File: src/rtl/mem8x8_ctrl.sv
// mem8x8_ctrl: two-port round-robin arbiter and setup/access/hold sequencer
// for the 8x8 latch-based byte memory. The write data and operation are
// presented one cycle before the byte select rises and are held one cycle after
// it falls, so the latch bitcells never see data move while they are enabled.

// Invariant checker for the array-facing outputs.
module mem8x8_ctrl_chk (
  input logic       clk,
  input logic       rst,
  input logic       in_access,
  input logic [7:0] mem_sel,
  input logic [7:0] mem_inp,
  input logic [7:0] mem_inpn
);

  a_sel_onehot0: assert property (@(posedge clk) disable iff (rst)
    $onehot0(mem_sel));

  a_sel_only_in_access: assert property (@(posedge clk) disable iff (rst)
    (mem_sel != 8'h00) |-> in_access);

  a_inpn_complement: assert property (@(posedge clk) disable iff (rst)
    mem_inpn == ~mem_inp);

endmodule

module mem8x8_ctrl #(
  parameter int READ_WAIT = 1
) (
  input  logic       clk,
  input  logic       rst,
  input  logic       req0,
  input  logic       op0,
  input  logic [2:0] addr0,
  input  logic [7:0] wdata0,
  output logic       gnt0,
  output logic       done0,
  input  logic       req1,
  input  logic       op1,
  input  logic [2:0] addr1,
  input  logic [7:0] wdata1,
  output logic       gnt1,
  output logic       done1,
  output logic [7:0] rdata,
  output logic [7:0] mem_sel,
  output logic       mem_op,
  output logic [7:0] mem_inp,
  output logic [7:0] mem_inpn,
  input  logic [7:0] mem_outp
);

  typedef enum logic [1:0] {
    IDLE   = 2'd0,
    SETUP  = 2'd1,
    ACCESS = 2'd2,
    HOLD   = 2'd3
  } state_t;

  // Counter reload for a read: the last ACCESS cycle is the one where it is 0.
  localparam logic [2:0] CNT_LOAD = 3'(READ_WAIT - 1);

  // One-hot byte select decode.
  function automatic logic [7:0] sel_decode(input logic [2:0] a);
    sel_decode = 8'h01 << a;
  endfunction

  state_t     state_r, state_s;
  logic       rr_last_r, rr_last_s;
  logic       own_r, own_s;
  logic       op_r, op_s;
  logic [2:0] addr_r, addr_s;
  logic [2:0] cnt_r, cnt_s;
  logic       gnt0_r, gnt0_s;
  logic       gnt1_r, gnt1_s;
  logic       done0_r, done0_s;
  logic       done1_r, done1_s;
  logic [7:0] rdata_r, rdata_s;
  logic [7:0] mem_sel_r, mem_sel_s;
  logic       mem_op_r, mem_op_s;
  logic [7:0] mem_inp_r, mem_inp_s;
  logic [7:0] mem_inpn_r;

  logic       pick1_s;
  logic       pick_op_s;
  logic [2:0] pick_addr_s;
  logic [7:0] pick_wdata_s;
  logic       in_access_s;

  // Arbitration: a lone requester wins; on a tie the port not granted last wins.
  always_comb begin
    pick1_s = req1 & (~req0 | ~rr_last_r);
    if (pick1_s) begin
      pick_op_s    = op1;
      pick_addr_s  = addr1;
      pick_wdata_s = wdata1;
    end else begin
      pick_op_s    = op0;
      pick_addr_s  = addr0;
      pick_wdata_s = wdata0;
    end
  end

  // Next-state and next-output logic; every output leaves through a register.
  always_comb begin
    state_s   = state_r;
    rr_last_s = rr_last_r;
    own_s     = own_r;
    op_s      = op_r;
    addr_s    = addr_r;
    cnt_s     = cnt_r;
    gnt0_s    = 1'b0;
    gnt1_s    = 1'b0;
    done0_s   = 1'b0;
    done1_s   = 1'b0;
    rdata_s   = rdata_r;
    mem_sel_s = 8'h00;
    mem_op_s  = mem_op_r;
    mem_inp_s = mem_inp_r;
    case (state_r)
      IDLE: begin
        mem_op_s  = 1'b0;
        mem_inp_s = 8'h00;
        if (req0 || req1) begin
          state_s   = SETUP;
          own_s     = pick1_s;
          rr_last_s = pick1_s;
          gnt0_s    = ~pick1_s;
          gnt1_s    = pick1_s;
          op_s      = pick_op_s;
          addr_s    = pick_addr_s;
          mem_op_s  = pick_op_s;
          if (pick_op_s) begin
            mem_inp_s = pick_wdata_s;
          end else begin
            mem_inp_s = 8'h00;
          end
        end else begin
          state_s = IDLE;
        end
      end
      SETUP: begin
        state_s   = ACCESS;
        mem_sel_s = sel_decode(addr_r);
        cnt_s     = CNT_LOAD;
      end
      ACCESS: begin
        if (op_r) begin
          state_s = HOLD;
        end else if (cnt_r != 3'd0) begin
          state_s   = ACCESS;
          cnt_s     = cnt_r - 3'd1;
          mem_sel_s = sel_decode(addr_r);
        end else begin
          state_s = HOLD;
          rdata_s = mem_outp;
        end
      end
      HOLD: begin
        state_s   = IDLE;
        done0_s   = ~own_r;
        done1_s   = own_r;
        mem_op_s  = 1'b0;
        mem_inp_s = 8'h00;
      end
      default: begin
        state_s   = IDLE;
        mem_op_s  = 1'b0;
        mem_inp_s = 8'h00;
      end
    endcase
  end

  // FSM state register.
  always_ff @(posedge clk or posedge rst) begin
    if (rst) begin
      state_r <= IDLE;
    end else begin
      state_r <= state_s;
    end
  end

  // Datapath and output registers; reset abandons any transaction in flight.
  always_ff @(posedge clk or posedge rst) begin
    if (rst) begin
      rr_last_r  <= 1'b1;
      own_r      <= 1'b0;
      op_r       <= 1'b0;
      addr_r     <= 3'd0;
      cnt_r      <= 3'd0;
      gnt0_r     <= 1'b0;
      gnt1_r     <= 1'b0;
      done0_r    <= 1'b0;
      done1_r    <= 1'b0;
      rdata_r    <= 8'h00;
      mem_sel_r  <= 8'h00;
      mem_op_r   <= 1'b0;
      mem_inp_r  <= 8'h00;
      mem_inpn_r <= 8'hFF;
    end else begin
      rr_last_r  <= rr_last_s;
      own_r      <= own_s;
      op_r       <= op_s;
      addr_r     <= addr_s;
      cnt_r      <= cnt_s;
      gnt0_r     <= gnt0_s;
      gnt1_r     <= gnt1_s;
      done0_r    <= done0_s;
      done1_r    <= done1_s;
      rdata_r    <= rdata_s;
      mem_sel_r  <= mem_sel_s;
      mem_op_r   <= mem_op_s;
      mem_inp_r  <= mem_inp_s;
      mem_inpn_r <= ~mem_inp_s;
    end
  end

  assign gnt0     = gnt0_r;
  assign gnt1     = gnt1_r;
  assign done0    = done0_r;
  assign done1    = done1_r;
  assign rdata    = rdata_r;
  assign mem_sel  = mem_sel_r;
  assign mem_op   = mem_op_r;
  assign mem_inp  = mem_inp_r;
  assign mem_inpn = mem_inpn_r;

  assign in_access_s = (state_r == ACCESS);

  mem8x8_ctrl_chk u_chk (
    .clk       (clk),
    .rst       (rst),
    .in_access (in_access_s),
    .mem_sel   (mem_sel_r),
    .mem_inp   (mem_inp_r),
    .mem_inpn  (mem_inpn_r)
  );

endmodule

File: config.mk
export PLATFORM = sky130hd
export DESIGN_NAME = mem8x8_ctrl
export DESIGN_NICKNAME = d
export VERILOG_FILES = /design/src/rtl/mem8x8_ctrl.sv
export SDC_FILE = /design/constraint.sdc
export NUM_CORES = 1
export LEC_CHECK = 0
export CAP_MARGIN = 5
export CORE_ASPECT_RATIO = 1.4
export CORE_UTILIZATION = 25
export CTS_CLUSTER_DIAMETER = 60
export DETAILED_ROUTE_END_ITERATION = 7
export PLACE_DENSITY = 0.58
export SYNTH_ARGS = -nofsm -noshare
export SYNTH_HDL_FRONTEND = slang
export SYNTH_SLANG_ARGS = --single-unit
export TNS_END_PERCENT = 5
File: constraint.sdc
create_clock -name clk -period 1.77 [get_ports clk]
set_input_delay 0.177 -clock clk [delete_from_list [all_inputs] [get_ports clk]]
set_output_delay 0.177 -clock clk [all_outputs]
set_load 0.01 [all_outputs]
==> metrics.cfg <==
[critical_path]
r2r-start = state_r[0]
critical_path_required_ns = 1.95
crit_type = register to register
cp_cell_sequence = inv_1 > ha_1 > inv_1 > nor4b_4 > buf_6 > mux2_2
cp_slowest_cell = dfrtp_1
critPathMaxStageDelay_ns = 0.41
start_kind = register
worst_setup_path_end_kind = register
crit_top_cell = inv_1
worstPathArrival_ns = 1.85
path_max_fanout = 8
startpoint = state_r[0]

[placement]
postPlaceCellArea_sq_um = 2874
gp_congestion = 0.6911
place_hpwl_um = 3079
portBuffers = 72

[sta]
period_share_pct = 93.96
slew_violations = 0
hold_viol = 0
maxSlewHeadroom_pct = 78.08
fin_setup_tns_ns = 0
rsz0062_at_grt = false
finalClockSkew_ns = 0.005124
setup_viol = 0
fmax_mhz = 601.3
tightestPinTransition_ns = 0.3270
finalCriticalPeriod_ns = 1.663

[clock_network]
htreeDepth = 2
numCtsBuffers = 5
cts_tree = done
root_buffer = clkbuf_8
clk_latency_ns = 0.30
cts.sinks = 48
clockBufferDepth = 2
path_clk_slew_ns = 0.09

[detailed_routing]
wl_um = 4138
via_per_inst = 4.257
wl_per_cell_um = 12.21
first_pass_iters = 4
route.detailed.drc = 0
wirelength_met1_um = 1594
met3_length_um = 362
initialDrtViolationCount = 37
route.met2.wl_um = 2114
vias = 1443
ant_nets = 0
routed.top_layer = met4

[cells_and_area]
drive_gt1_share_pct = 15.06
final_nets = 280
stdcell_area_sq_um = 3004
diodes = 0
seqCellArea_sq_um = 1212
syn2layout_area_growth_pct = 50.72
multi_input_area_sq_um = 732.0
fill_cells = 770

[synthesis]
seq_area_frac_synth_pct = 60.83
synth_edf_count = 0
synth_cell_types = 34
ys_async_sr_fraction_pct = 100.0
synth_area_leaders = dfrtp_1, dfstp_2, mux2i_1, mux2_2, ha_1
netlist_top_cells_count = dfrtp_1, nand2_1, o21ai_0
yosysTopAreaCellShare_pct = 48.96
syn_area_sq_um = 1993
synth_area_leader_cell = dfrtp_1
synth_most_common_cell = dfrtp_1
synthCells = 156
ys_ff_latch = 48
yosysWarnings = 0
synth_nets = 198
synth-main-ff-cell = dfrtp_1
syn_avg_cell_area_sq_um = 12.78

[global_route]
grt_pass1_wl_um = 6872
grt_pass1_vias = 1482
grt_overflow = 0
grt_max_degree = 49
grtUsageTotal_pct = 10.79
antenna_found_initial = 0

[floorplanning]
die-area_sq_um = 8339
initial_core_util_pct = 25.72
num_rows = 38
die_h_um = 107.7
core_sq_um = 7750
die_w_um = 77.47
ios = 73

[run_status]
status = finished clean

[min_path]
hold_path.class = input port to asynchronous set/reset pin

[job]
maxCapViolCount = 0

[pwr]
cellPowerDensity_nw_per_um2 = 1459
fin_total_pwr_w = 0.004384
peakVddDrop_v = 0.0006601
p_leak_nw = 1.294

==> metal layers <==
metal / up-vias / track usage [%]
met2: 59 / 19.79
met4: 0 / 4.178
met3: 6 / 4.153
met1: 673 / 10.87
li1: 705 / -
met5: - / 0
==> worst paths after layout <==
kind / end / slack, ns / cells after the start
setup / recovery: rdata[6] / 0.11 / 6
hold / removal: rdata[2] / 0.23 / 3
setup reg to reg: rdata[6] / 0.11 / 6
hold reg to reg: done0 / 0.45 / 1
max in group asynchronous: mem_inpn[3] / 1.25 / 3
min in group clk: addr_r[2] / 0.43 / 3
==> layout by cell type, fill, tap and decap left out, types with 2 or more instances in the layout <==
cell / synthesis / layout
clkdlybuf4s50_1: 0 / 72
dfrtp_1: 39 / 39
nand2_1: 15 / 15
o21ai_0: 13 / 13
mux2i_1: 12 / 12
dfstp_2: 9 / 9
mux2_2: 8 / 8
o21a_1: 8 / 8
clkbuf_8: 0 / 7
inv_1: 7 / 6
ha_1: 6 / 6
nand2b_1: 4 / 4
nor2_1: 4 / 4
buf_4: 1 / 4
nor4_1: 3 / 3
nor2b_1: 2 / 2
o21ai_1: 2 / 2
a21o_1: 2 / 2
nor3_1: 2 / 2
nor4b_1: 2 / 2
and2_1: 2 / 2
==> per-stage QoR <==
stage	setup WS (ns)	hold WS [ns]	utilization [%]	cells
after floorplan	0.1269	0.2470	-	156
after global placement	0.08855	0.4340	37.08	331
after detailed placement	0.03168	0.4393	37.08	331
after CTS	0.07252	0.2371	38.71	339
after global routing	0.006353	0.2491	38.76	339
final	0.1069	0.2294	38.76	339
==> what timing repair did <==
action | 4_1_cts | 5_1_grt
hold buffers | 0 | 0
setup endpoints to repair | 0 | 8
gates resized for setup | 0 | 1
buffers inserted | 0 | 0
==> critical path, delay by kind of cell (launching register included) <==
kind                       cells  cell delay, ns
adders and majority gates      1            0.20
muxes                          1            0.33
DFF                            1            0.41
buffers and inverters          3            0.38
and+or+nand+nor                1            0.23
==> cells by family (layout without fill, tap and decap cells) <==
| kind of cell | count (synthesis) | count (layout) | share of synthesized area (%) |
|---|---|---|---|
| flops | 48 | 48 | 60.83 |
| simple gates | 38 | 38 | 10.86 |
| compound gates | 34 | 34 | 11.55 |
| mux | 20 | 20 | 10.55 |
| buf+inv | 10 | 93 | 2.448 |
| fa+ha+maj | 6 | 6 | 3.766 |
==> final cells by class <==
| class | count | area share, % |
|---|---|---|
| multi-input cells | 98 | 24.36 |
| well taps | 100 | 4.165 |
| inverters | 7 | 0.8746 |
| flip-flops and latches | 48 | 40.36 |
| clock buffers | 7 | 3.207 |
| clock inverters | 1 | 0.9996 |
| repair buffers | 78 | 26.03 |
==> power by group <==
| group | total [W] | switching, W | internal, W |
|---|---|---|---|
| Sequential | 0.00172 | 0.000220 | 0.00150 |
| Clock | 0.000846 | 0.000348 | 0.000498 |
| Combinational | 0.00182 | 0.000819 | 0.000997 |
No activity file was read; power rests on OpenSTA's default activity.
